$ cat src/rtl/target_value_calc_if.sv
// Sample / Q-max / target bundle for target_value_calc; master drives the i_* side.
interface target_value_calc_if #(
   parameter int DATA_WIDTH = 32,
   parameter int FIFO_DEPTH = 8
);
   localparam int CW = $clog2(FIFO_DEPTH) + 1;

   logic                  i_flush;
   logic                  i_sample_valid;
   logic [DATA_WIDTH-1:0] i_reward;
   logic                  i_done;
   logic                  o_sample_ready;
   logic                  i_q_max_valid;
   logic [DATA_WIDTH-1:0] i_q_max;
   logic                  o_target_valid;
   logic [DATA_WIDTH-1:0] o_target;
   logic [CW-1:0]         o_fifo_count;
   logic                  o_orphan_error;

   modport master (
      output i_flush, i_sample_valid, i_reward, i_done, i_q_max_valid, i_q_max,
      input  o_sample_ready, o_target_valid, o_target, o_fifo_count, o_orphan_error
   );

   modport slave (
      input  i_flush, i_sample_valid, i_reward, i_done, i_q_max_valid, i_q_max,
      output o_sample_ready, o_target_valid, o_target, o_fifo_count, o_orphan_error
   );
endinterface

$ cat src/rtl/target_value_calc.sv
// Bellman target y = r + GAMMA*q_max (y = r when done); {reward, done} buffered in an in-order FIFO, 2-cycle pipeline.
// Define TARGET_VALUE_SAT_EN to saturate the product and sum instead of wrapping.
module target_value_calc #(
   parameter int                    DATA_WIDTH = 32,
   parameter int                    FRAC_WIDTH = 16,
   parameter int                    FIFO_DEPTH = 8,
   parameter logic [DATA_WIDTH-1:0] GAMMA      = 32'h0000_E666
) (
   input logic               clk,
   input logic               rst,
   target_value_calc_if.slave bus
);
   localparam int            AW       = $clog2(FIFO_DEPTH);
   localparam int            CW       = AW + 1;
   localparam int            PW       = 2 * DATA_WIDTH;
   localparam logic [CW-1:0] FULL_CNT = CW'(FIFO_DEPTH);

   logic [DATA_WIDTH-1:0] rew_mem_q [FIFO_DEPTH];
   logic                  done_mem_q [FIFO_DEPTH];

   logic [AW-1:0] wr_ptr_q, wr_ptr_d, rd_ptr_q, rd_ptr_d;
   logic [CW-1:0] count_q, count_d;
   logic          orphan_q, orphan_d;
   logic          push, pop;

   logic                  s1_vld_q, s1_done_q;
   logic [DATA_WIDTH:0]   s1_p_q, p_d;
   logic [DATA_WIDTH-1:0] s1_rew_q;
   logic                  tgt_vld_q;
   logic [DATA_WIDTH-1:0] tgt_q, tgt_d;

   logic signed [PW-1:0]           prod, prod_sh;
   logic signed [DATA_WIDTH+1:0]   rew_ext, add_ext, sum;

   // Ready is judged on the pre-pop count, so a full FIFO refuses a push even while popping.
   always_comb begin
      push     = bus.i_sample_valid && (count_q != FULL_CNT);
      pop      = bus.i_q_max_valid && (count_q != '0);
      wr_ptr_d = wr_ptr_q;
      rd_ptr_d = rd_ptr_q;
      count_d  = count_q;
      orphan_d = orphan_q;
      if (bus.i_flush) begin
         push     = 1'b0;
         pop      = 1'b0;
         wr_ptr_d = '0;
         rd_ptr_d = '0;
         count_d  = '0;
      end else begin
         if (push) wr_ptr_d = wr_ptr_q + 1'b1;
         if (pop)  rd_ptr_d = rd_ptr_q + 1'b1;
         if (push && !pop)      count_d = count_q + 1'b1;
         else if (pop && !push) count_d = count_q - 1'b1;
         if (bus.i_q_max_valid && (count_q == '0)) orphan_d = 1'b1;
      end
   end

   always_comb begin
      prod    = PW'($signed(GAMMA)) * PW'($signed(bus.i_q_max));
      prod_sh = prod >>> FRAC_WIDTH;
      p_d     = prod_sh[DATA_WIDTH:0];
`ifdef TARGET_VALUE_SAT_EN
      if (prod_sh[PW-1:DATA_WIDTH] != {(PW-DATA_WIDTH){prod_sh[DATA_WIDTH]}})
         p_d = prod_sh[PW-1] ? {1'b1, {DATA_WIDTH{1'b0}}} : {1'b0, {DATA_WIDTH{1'b1}}};
`endif
   end

   always_comb begin
      rew_ext = (DATA_WIDTH+2)'($signed(s1_rew_q));
      add_ext = s1_done_q ? '0 : (DATA_WIDTH+2)'($signed(s1_p_q));
      sum     = rew_ext + add_ext;
      tgt_d   = sum[DATA_WIDTH-1:0];
`ifdef TARGET_VALUE_SAT_EN
      if (sum[DATA_WIDTH+1:DATA_WIDTH-1] != {3{sum[DATA_WIDTH+1]}})
         tgt_d = sum[DATA_WIDTH+1] ? {1'b1, {(DATA_WIDTH-1){1'b0}}} : {1'b0, {(DATA_WIDTH-1){1'b1}}};
`endif
   end

   always_ff @(posedge clk or posedge rst) begin
      if (rst) begin
         wr_ptr_q  <= '0;
         rd_ptr_q  <= '0;
         count_q   <= '0;
         orphan_q  <= 1'b0;
         s1_vld_q  <= 1'b0;
         s1_p_q    <= '0;
         s1_rew_q  <= '0;
         s1_done_q <= 1'b0;
         tgt_vld_q <= 1'b0;
         tgt_q     <= '0;
      end else begin
         wr_ptr_q  <= wr_ptr_d;
         rd_ptr_q  <= rd_ptr_d;
         count_q   <= count_d;
         orphan_q  <= orphan_d;
         s1_vld_q  <= pop;
         if (pop) begin
            s1_p_q    <= p_d;
            s1_rew_q  <= rew_mem_q[rd_ptr_q];
            s1_done_q <= done_mem_q[rd_ptr_q];
         end
         tgt_vld_q <= s1_vld_q && !bus.i_flush;
         if (s1_vld_q && !bus.i_flush) tgt_q <= tgt_d;
      end
   end

   always_ff @(posedge clk) begin
      if (push) begin
         rew_mem_q[wr_ptr_q]  <= bus.i_reward;
         done_mem_q[wr_ptr_q] <= bus.i_done;
      end
   end

   assign bus.o_sample_ready = (count_q != FULL_CNT);
   assign bus.o_target_valid = tgt_vld_q;
   assign bus.o_target       = tgt_q;
   assign bus.o_fifo_count   = count_q;
   assign bus.o_orphan_error = orphan_q;
endmodule

$ cat src/flat_wrapper.sv
// flat-port wrapper written by rule: the top's interface ports become plain ports
module target_value_calc_flat 
#(
   parameter int                    DATA_WIDTH = 32,
   parameter int                    FRAC_WIDTH = 16,
   parameter int                    FIFO_DEPTH = 8,
   parameter logic [DATA_WIDTH-1:0] GAMMA      = 32'h0000_E666
)
  (clk, rst, bus_i_flush, bus_i_sample_valid, bus_i_reward, bus_i_done, bus_i_q_max_valid, bus_i_q_max, bus_o_sample_ready, bus_o_target_valid, bus_o_target, bus_o_fifo_count, bus_o_orphan_error);
  target_value_calc_if #(.DATA_WIDTH(DATA_WIDTH), .FIFO_DEPTH(FIFO_DEPTH)) bus_i ();
  input logic clk;
  input logic rst;
  input wire logic [$bits(bus_i.i_flush)-1:0] bus_i_flush;
  input wire logic [$bits(bus_i.i_sample_valid)-1:0] bus_i_sample_valid;
  input wire logic [$bits(bus_i.i_reward)-1:0] bus_i_reward;
  input wire logic [$bits(bus_i.i_done)-1:0] bus_i_done;
  input wire logic [$bits(bus_i.i_q_max_valid)-1:0] bus_i_q_max_valid;
  input wire logic [$bits(bus_i.i_q_max)-1:0] bus_i_q_max;
  output wire logic [$bits(bus_i.o_sample_ready)-1:0] bus_o_sample_ready;
  output wire logic [$bits(bus_i.o_target_valid)-1:0] bus_o_target_valid;
  output wire logic [$bits(bus_i.o_target)-1:0] bus_o_target;
  output wire logic [$bits(bus_i.o_fifo_count)-1:0] bus_o_fifo_count;
  output wire logic [$bits(bus_i.o_orphan_error)-1:0] bus_o_orphan_error;
  assign bus_i.i_flush = bus_i_flush;
  assign bus_i.i_sample_valid = bus_i_sample_valid;
  assign bus_i.i_reward = bus_i_reward;
  assign bus_i.i_done = bus_i_done;
  assign bus_i.i_q_max_valid = bus_i_q_max_valid;
  assign bus_i.i_q_max = bus_i_q_max;
  assign bus_o_sample_ready = bus_i.o_sample_ready;
  assign bus_o_target_valid = bus_i.o_target_valid;
  assign bus_o_target = bus_i.o_target;
  assign bus_o_fifo_count = bus_i.o_fifo_count;
  assign bus_o_orphan_error = bus_i.o_orphan_error;
  target_value_calc #(.DATA_WIDTH(DATA_WIDTH), .FRAC_WIDTH(FRAC_WIDTH), .FIFO_DEPTH(FIFO_DEPTH), .GAMMA(GAMMA)) u_core (.clk(clk), .rst(rst), .bus(bus_i));
endmodule
$ cat config.mk
export PLATFORM = sky130hd
export DESIGN_NAME = target_value_calc_flat
export DESIGN_NICKNAME = d
export VERILOG_FILES = /design/src/rtl/target_value_calc_if.sv /design/src/rtl/target_value_calc.sv /design/src/flat_wrapper.sv
export SDC_FILE = /design/constraint.sdc
export NUM_CORES = 1
export LEC_CHECK = 0
export BUFFER_PORTS_ARGS = -buffer_cell sky130_fd_sc_hd__buf_4
export CAP_MARGIN = 5
export CORE_MARGIN = 2
export CORE_UTILIZATION = 60
export CTS_CLUSTER_DIAMETER = 100
export DETAILED_ROUTE_END_ITERATION = 7
export PLACE_DENSITY = 0.88
export SYNTH_ARGS = -nofsm -noshare
export SYNTH_HDL_FRONTEND = slang
export SYNTH_SLANG_ARGS = --single-unit
$ cat constraint.sdc
create_clock -name clk -period 11.51 [get_ports clk]
set_input_delay 1.7265 -clock clk [delete_from_list [all_inputs] [get_ports clk]]
set_output_delay 1.7265 -clock clk [all_outputs]
set_load 0.02 [all_outputs]
# Word-level counts from Yosys, hierarchy flattened

Memory sizes are Yosys's and may differ from the RTL's. A register that Yosys moved wholly into a read port is not among the register bits.
Index checks and enable logic that the tools add are counted.
W data, S select, Z words.

Add/sub/neg operators: 5
Multiply operators: 1
Eq/ne operators: 1
Muxes and demuxes: 12
Bitwise logic cells: 1
Reductions and logical operators: 15

Operators by type and width:

| operator                 | number |
|---|---|
| $mul A16 B32 Y47 const A | 1 |
| $add A32 B32 Y32         | 1 |
| $mux W32                 | 1 |
| $mux W3                  | 4 |
| $mux W4                  | 3 |
| $add A3 B1 Y3 const B    | 2 |
| $logic_and A1 B1 Y1      | 6 |
| $add A4 B1 Y4 const B    | 1 |
| $logic_not A4 Y1         | 1 |
| $mux W1                  | 4 |
| $ne A4 B4 Y1 const B     | 1 |
| $reduce_bool A2 Y1       | 2 |
| $reduce_bool A4 Y1       | 1 |
| $sub A4 B1 Y4 const B    | 1 |
| $logic_not A1 Y1         | 3 |
| $reduce_bool A3 Y1       | 1 |
| $reduce_and A2 Y1        | 1 |
| $not A1 Y1               | 1 |

Register bits after elaboration: 77
Memory bits (writable): 264
Bits of input ports: 70
Output and inout port bits: 39
Memories kept: 2

Memories:

| memory            | words | width | rd ports | clocked after Yosys merged registers in | write ports | RTL line                | text |
|---|---|---|---|---|---|---|---|
| u_core.rew_mem_q  | 8     | 32    | 1        | 1                                       | 1           | target_value_calc.sv:18 | `logic [DATA_WIDTH-1:0] rew_mem_q [FIFO_DEPTH];` |
| u_core.done_mem_q | 8     | 1     | 1        | 1                                       | 1           | target_value_calc.sv:19 | `logic done_mem_q [FIFO_DEPTH];` |

# Logic depth before layout (Yosys ltp)

Gate-level depths: netlist (run 1).

Word-level depth: 7
Depth in mapped cells: 23
Gate-level depth less buffers: 22

# Worst setup path after synthesis (run 1)

No wires, ideal clock.

Path kind: in2reg
From: input port bus_i_q_max[31]
To: register u_core.s1_p_q[31]
Library setup time: 133 ps
Arrival: 6795 ps
Required time: 11377 ps
Setup slack: 4582 ps
Stages: 19
Buffers on the path: 1
Path through: clkbuf_1 -> inv_1 -> fa_1 -> inv_1 -> fa_1 -> fa_1 -> inv_1 -> fa_1 -> fa_1 -> inv_1 -> ha_1 -> and2_1 -> nand3_1 -> or4_1 -> a211oi_1 -> nor3_1 -> o21ai_0 -> xnor2_1 -> o21ai_0

Longest elaborated chain between the ends: 1

Ends and longest elaborated chain:

| item                 | RTL line                | text |
|---|---|---|
| start, declared      | flat_wrapper.sv:18      | `input wire logic [$bits(bus_i.i_q_max)-1:0] bus_i_q_max;` |
| $mul A16 B32 Y47     | target_value_calc.sv:59 | `prod = PW'($signed(GAMMA)) * PW'($signed(bus.i_q_max));` |
| end signal, assigned | target_value_calc.sv:98 | `s1_p_q <= p_d;` |
| end, declared        | target_value_calc.sv:27 | `logic [DATA_WIDTH:0] s1_p_q, p_d;` |

Every way passes these cells.
A chain may end at the register's enable or synchronous reset.

# Worst setup path after layout (run 1)

Same ends and word-level chain as after synthesis.

==> results of run 1 <==
==> Yosys cell counts, types with 7 or more instances <==
master    count  area [um2]
and2_1        7        43.8
mux2i_1      39         390
xnor2_1      48         420
nor2b_1      35         219
inv_1       393        1480
nor3_1       21         105
nand4_1      13        81.3
o31ai_1      10        75.1
mux4_2       66        1490
a21o_1       34         255
nand3_1      20         100
xor2_1       27         236
nand2b_1     11        68.8
ha_1        210        2630
o21a_1        9        67.6
a21oi_1      80         400
o21bai_1     11        82.6
nor2_1       40         150
a211oi_1     12        90.1
o21ai_0     115         576
fa_1        208        4160
nand2_1     146         548
edfxtp_1    264        7930
clkbuf_1     47         176
dfrtp_1     110        2750
==> stage by stage <==
step	instance area, um2	setup WS (ns)
after floorplan	25300	4.58
after global placement	26800	4.16
after detailed placement	26800	3.96
after CTS	27900	4.45
after global routing	27900	4.02
final	27900	4.42
==> final timing paths <==
kind	startpoint	endpoint
max in group asynchronous	rst	u_core.s1_rew_q[19]
hold reg to reg	u_core.bus.o_orphan_error	u_core.bus.o_orphan_error
setup / recovery	bus_i_q_max[31]	u_core.s1_p_q[31]
hold / removal	u_core.bus.o_orphan_error	u_core.bus.o_orphan_error
min in group asynchronous	rst	u_core.bus.o_target[6]
setup reg to reg	u_core.s1_done_q	u_core.bus.o_target[30]
==> flip-flops by register name, summed over array words and instances (netlist names), 3 cells and up <==
register / count
u_core.rew_mem_q: 256
u_core.s1_p_q: 32
u_core.s1_rew_q: 32
u_core.bus.o_target: 32
u_core.wr_ptr_q: 3
u_core.rd_ptr_q: 3
u_core.done_mem_q: 8
u_core.bus.o_fifo_count: 4
==> critical path: stages <==
cell      delay, ns
buf_4          0.33
inv_1          0.33
fa_1           0.73
inv_1          0.16
fa_1           0.52
fa_1           0.54
inv_1          0.05
fa_1           0.39
fa_1           0.51
inv_1          0.04
ha_1           0.36
and2_1         0.20
nand3_1        0.13
or4_1          0.49
a211oi_1       0.24
nor3_1         0.13
o21ai_0        0.26
xnor2_1        0.16
o21ai_0        0.10
==> area by class of cell <==
cell class                      instances  area [um2]
Timing Repair Buffer                  125         938
Tap cell                              539         674
Fill cell                            2903       13900
Inverter                              393        1480
Multi-Input combinational cell       1253       13000
Clock buffer                           51        1010
Clock inverter                         17         113
Antenna cell                            1        2.50
Sequential cell                       374       10700
==> kinds of logic (layout without fill, tap and decap cells) <==
kind of cell | count (synthesis) | count (layout) | share of synthesized area
buffers and inverters | 451 | 586 | 0.0674
DFF | 374 | 374 | 0.422
other | 0 | 1 | 0
AOI/OAI and AO/OA | 328 | 328 | 0.0806
muxes | 107 | 107 | 0.0750
xor gates and xnor gates | 75 | 75 | 0.0259
and+or+nand+nor | 324 | 324 | 0.0608
adders and majority gates | 419 | 419 | 0.269
==> per-layer routing <==
layer	track usage	up-vias	wire, um
li1	-	7315	-
met1	0.363	8210	23200
met2	0.480	601	29800
met3	0.0408	130	3770
met4	0.103	4	2260
met5	0	-	29
==> impl_results.md, run 1 <==
- Commonest non-fill, non-tap cell in the layout: inv_1
- Root buffer cell: clkbuf_16
- Syn_nets: 2566
- Hold Slack: 0.475 ns
- RePlAce Congestion: just under 1
- Longest Clk Path Bufs: 3
- Final net count: 2672
- Num ports: 109
- Post-synth cell types: 73
- Setup Buffers After CTS: 0
- Die Span Y: 209 um
- Arr. time, crit path: 7.44 ns
- Critical path peak fanout: 35
- Syn Area/Cell: 12.2 um2
- Worst Hold Class: flip-flop to flip-flop
- Measured slew at the worst slew-check pin: 0.990 ns
- Die Span X: between 200 and 250 um
- Iter 0 DRT Violations: 1293
- Routed WL: 59000 um
- Starting Density: 0.606
- Final cell count without fillers: around 2.8k
- Synth warn: 0
- Crit Path Class: input port to flip-flop
- Slew headroom: 0.340
- Initial antenna violation count: 4
- CTS tree: built
- Drt drc: 0
- Hold-fix buffers, CTS: 0
- Post-route minimum period: slightly above 7 ns
- Cells after Synth: 2078
- H-Tree Level Count: 2
- Worst reg2reg path depth: 14
- Final setup fails: 0
- Async SR Flop Fraction: 0.294
- Post-detailed-route count of antenna-violating nets: 0
- Post-route clock period utilization: 0.616
- Num CTS Buffers: 37
- Register-to-register setup slack: 7.63 ns
- Post-synth EDFFs: between 200 and 300
- Synthesized cell area: 25300 um2
- Via Count: around 16k
- Share of layout cells above drive strength 1: 0.122
- All-layer global routing usage: 0.279
- Pin count of the biggest net entering global routing: between 100 and 150
- First-pass GRT wire length: ~94000 um
- Final Skew: 0.0269 ns
- Synth-to-layout area growth: 10.1%
- # port buffers: 108
- Grt ovf: 0
- Cell Rows: 75
- Drt wl/cell: between 20 and 25 um
- DRT Pass-1 Iters: 7
- Worst-path clk slew: 0.06 ns
- Worst-Skew Late Latency: 0.54 ns
- Synth Flop Type: edfxtp_1
- F_max: 141 MHz
- CP Capture Type: flip-flop
- Detailed Place HPWL: 43100 um
- Seq/Total Area, Yosys: 0.422
- TNS Setup: 0 ns
- Vias per inst: 5.91
- Critical path launch point type: input port
- Post-synthesis register bit count: 374
- Post-cts resize count: 0
- Core ar.: 41800 um2
- RSZ-0062 raised after global routing: no
- Area of the die: 43900 um2
- Hold depth: 1
- Cell Count Post-Placement: 2684
- Most frequent cells in the layout: inv_1 (392), edfxtp_1 (264), ha_1 (210)
- Endpoints failing hold: 0
- Final count of pins violating max slew: 0
- Final core occ: 0.668
- Crit path required time: ~12 ns
- Number of global-route vias before repair: 17.1k
- Status: finished, final reports clean
- Max-cap viol count: 0
- Clock net sink count: 374
Power of run 1 is not shown: default switching activity piles up to over one toggle a cycle in this logic, so the estimate is an artifact.
==> inputs of run 2 (changes only) <==
- ABC_AREA: not set -> 1
- clock period: 11.51 -> 7.2 ns (I/O delays scaled with it)
==> run 2 against run 1 <==
Effect of this change:
- hold slack improved by 0.0033 ns
- critical path depth rose by 6
- clock skew barely moved
- core utilization about the same
- critical endpoint is now u_core.s1_p_q[21]
- area after synthesis grew 7.0%
- first-iteration DRC count grew 94%
==> impl_results.md, run 2 <==
- Status: finished, final reports clean (unchanged)
- Drt wl/cell: 19.1 um (was 21.4 um)
- First-pass GRT wire length: 113000 um (was 93900 um)
- Detailed Place HPWL: 50900 um (was 43100 um)
- Routed WL: 69700 um (was 59000 um)
- Clock net sink count: 374 (unchanged)
- Final setup fails: 0 (unchanged)
- Crit Path Class: input port to flip-flop (unchanged)
- RePlAce Congestion: 1.01 (was 0.971)
- Grt ovf: 0 (unchanged)
- Measured slew at the worst slew-check pin: 1.14 ns (was 0.990 ns)
- F_max: 177 MHz
- Via Count: 21.0k (was 16.3k)
- Seq/Total Area, Yosys: 0.394 (was 0.422)
- Register-to-register setup slack: 3.91 ns (was 7.63 ns)
- Worst Hold Class: flip-flop to flip-flop (unchanged)
- Die Span Y: 217 um (was 209 um)
- Worst r2r src: u_core.s1_done_q (unchanged)
- Synth warn: 0 (unchanged)
- Final Skew: 0.0265 ns (was 0.0269 ns)
- Hold-fix buffers, CTS: 0 (unchanged)
- Worst reg2reg path depth: 14 (unchanged)
- Die Span X: 217 um (was 209 um)
- Hold depth: 2 (was 1)
- Vias per inst: 5.77 (was 5.91)
- Area leader, netlist: edfxtp_1 (unchanged)
- Post-synth top area share: 0.292 (was 0.313)
- Critical path peak fanout: 7 (was 35)
- Worst-Skew Late Latency: 0.55 ns (was 0.54 ns)
- Hold worst-path end: u_core.bus.o_target[21] (was u_core.bus.o_orphan_error)
- Cell Rows: 77 (was 75)
- Max reg flops: 256 (unchanged)
- Slew headroom: 0.241 (was 0.340)
- Post-synth cell types: 50 (was 73)
- Max-cap viol count: 0 (unchanged)
- Number of global-route vias before repair: 21.5k (was 17.1k)
- Commonest non-fill, non-tap cell in the layout: inv_1 (unchanged)
- Num CTS Buffers: 36 (was 37)
- Iter 0 DRT Violations: 2507 (was 1293)
- Syn_nets: 3423 (was 2566)
- Crit path required time: 7.63 ns (was 11.86 ns)
- Post-route minimum period: 5.66 ns
- Synthesized cell area: 27100 um2 (was 25300 um2)
- All-layer global routing usage: 0.307 (was 0.279)
- TNS Setup: 0 ns (unchanged)
- Commonest cells post-synth: inv_1 (563), nand2_1 (500), nor2_1 (319), edfxtp_1 (264), ha_1 (210) (was inv_1 (393), edfxtp_1 (264), ha_1 (210), fa_1 (208), nand2_1 (146))
- Reg with most FFs: u_core.rew_mem_q (unchanged)
- Core ar.: 44400 um2 (was 41800 um2)
- Final count of pins violating max slew: 0 (unchanged)
- Drt drc: 0 (unchanged)
- Longest Clk Path Bufs: 3 (unchanged)
- Cells after Synth: 2935 (was 2078)
- Initial antenna violation count: 3 (was 4)
- Synth-to-layout area growth: 9.44% (was 10.1%)
- CP Capture Type: flip-flop (unchanged)
- Final net count: 3513 (was 2672)
- # port buffers: 108 (unchanged)
- Share of layout cells above drive strength 1: 0.0777 (was 0.122)
- Area contributors post-synth: edfxtp_1 (29%), fa_1 (15%), dfrtp_1 (10%), ha_1 (9.7%), inv_1 (7.8%) (was edfxtp_1 (31%), fa_1 (16%), dfrtp_1 (11%), ha_1 (10%), mux4_2 (5.9%))
- Num ports: 109 (unchanged)
- Post-synth EDFFs: 264 (unchanged)
- Pin count of the biggest net entering global routing: 115 (was 108)
- Area of the die: 46900 um2 (was 43900 um2)
- Starting Density: 0.610 (was 0.606)
- Setup Buffers After CTS: 0 (unchanged)
- Endpoints failing hold: 0 (unchanged)
- CTS tree: built (unchanged)
- Critical path launch point type: input port (unchanged)
- Syn Area/Cell: 9.24 um2 (was 12.2 um2)
- Post-route clock period utilization: 0.786
- H-Tree Level Count: 2 (unchanged)
- Arr. time, crit path: 6.09 ns (was 7.44 ns)
- Synth Flop Type: edfxtp_1 (unchanged)
- RSZ-0062 raised after global routing: no (unchanged)
- Post-detailed-route count of antenna-violating nets: 0 (unchanged)
- Worst-path clk slew: 0.07 ns (was 0.06 ns)
- Async SR Flop Fraction: 0.294 (unchanged)
- RR Endpoint: u_core.bus.o_target[22] (was u_core.bus.o_target[30])
- Most frequent cells in the layout: inv_1 (562), nand2_1 (500), nor2_1 (311) (was inv_1 (392), edfxtp_1 (264), ha_1 (210))
- Post-cts resize count: 0 (unchanged)
- DRT Pass-1 Iters: 6 (was 7)
- Min-delay src: u_core.bus.o_target[21] (was u_core.bus.o_orphan_error)
- Most frequent cell after synthesis: inv_1 (unchanged)
- Root buffer cell: clkbuf_16 (unchanged)
- Post-synthesis register bit count: 374 (unchanged)
[run 2: cell types whose count changed after synthesis, moves of 15 or more]
cell      previous run  this run
nand3_1             20       125
inv_1              393       563
o21ai_0            115       194
xnor2_1             48        12
a21o_1              34         8
nand2_1            146       500
nor2_1              40       319
nor2b_1             35         0
o22ai_1              2        17
o21ai_1              3        22
o221ai_1             3        55
mux4_2              66         0
mux2i_1             39         0
[run 2: worst max path at each step]
| stage | from | endpoint | slack [ns] | depth (start not counted) |
|---|---|---|---|---|
| 6_report | bus_i_q_max[30] | u_core.s1_p_q[21] | 1.54 | 25 |
| 5_1_grt | bus_i_q_max[30] | u_core.s1_p_q[21] | 1.25 | 25 |
| 4_1_cts | bus_i_q_max[30] | u_core.s1_p_q[21] | 1.62 | 25 |
| 3_5_place_dp | bus_i_q_max[30] | u_core.s1_p_q[21] | 1.03 | 25 |
| 3_3_place_gp | bus_i_q_max[30] | u_core.s1_p_q[21] | 1.10 | 25 |
| 2_1_floorplan | bus_i_q_max[30] | u_core.s1_p_q[31] | 1.71 | 26 |
[run 2: cells by family after synthesis]
logic type | share of synthesized area
AO/OA/AOI/OAI | 0.0989
buffers and inverters | 0.0914
XOR/XNOR | 0.00997
flip-flops | 0.394
adder cells (fa/ha/maj) | 0.251
multiplexers | 0.000415
AND/OR/NAND/NOR | 0.155
[run 2: worst max-delay path: stages]
cell     delay [ns]
buf_4          0.14
inv_1          0.22
ha_1           0.29
inv_1          0.06
ha_1           0.23
inv_1          0.15
nand2_2        0.08
nand2_1        0.13
inv_1          0.07
fa_1           0.48
fa_1           0.54
inv_1          0.05
fa_1           0.46
fa_1           0.49
inv_1          0.04
ha_1           0.37
nand2_1        0.13
nor2_1         0.19
nand2_1        0.16
nor2_1         0.17
nand3_1        0.19
nand3_1        0.14
nand2_1        0.06
nand3_1        0.10
nand2_1        0.07
[run 2: per-layer routing]
metal | track usage | wire length [um] | up-vias
li1 | - | - | 9685
met1 | 0.421 | 28100 | 10100
met2 | 0.511 | 33500 | 1124
met3 | 0.0451 | 6290 | 149
met4 | 0.0900 | 1750 | 2
met5 | 0 | 13 | -
[run 2: layout make-up]
type | count | area (um2)
Tap cell | 592 | 741
Timing Repair Buffer | 126 | 946
Clock buffer | 45 | 956
Fill cell | 3385 | 14700
Antenna cell | 2 | 5.00
Sequential cell | 374 | 10700
Inverter | 571 | 2150
Clock inverter | 17 | 196
Multi-Input combinational cell | 1916 | 14000
[run 2: stage by stage]
step | instances | setup slack [ns] | hold slack [ns] | cell area, um2 | util
2_1_floorplan | 2935 | 1.71 | 0.449 | 27100 | -
3_3_place_gp | 3579 | 1.10 | 0.466 | 28500 | 0.642
3_5_place_dp | 3579 | 1.03 | 0.470 | 28500 | 0.642
4_1_cts | 3641 | 1.62 | 0.485 | 29700 | 0.668
5_1_grt | 3643 | 1.25 | 0.506 | 29700 | 0.668
6_report | 3643 | 1.54 | 0.479 | 29700 | 0.668
Power of run 2 is left out for the same reason.
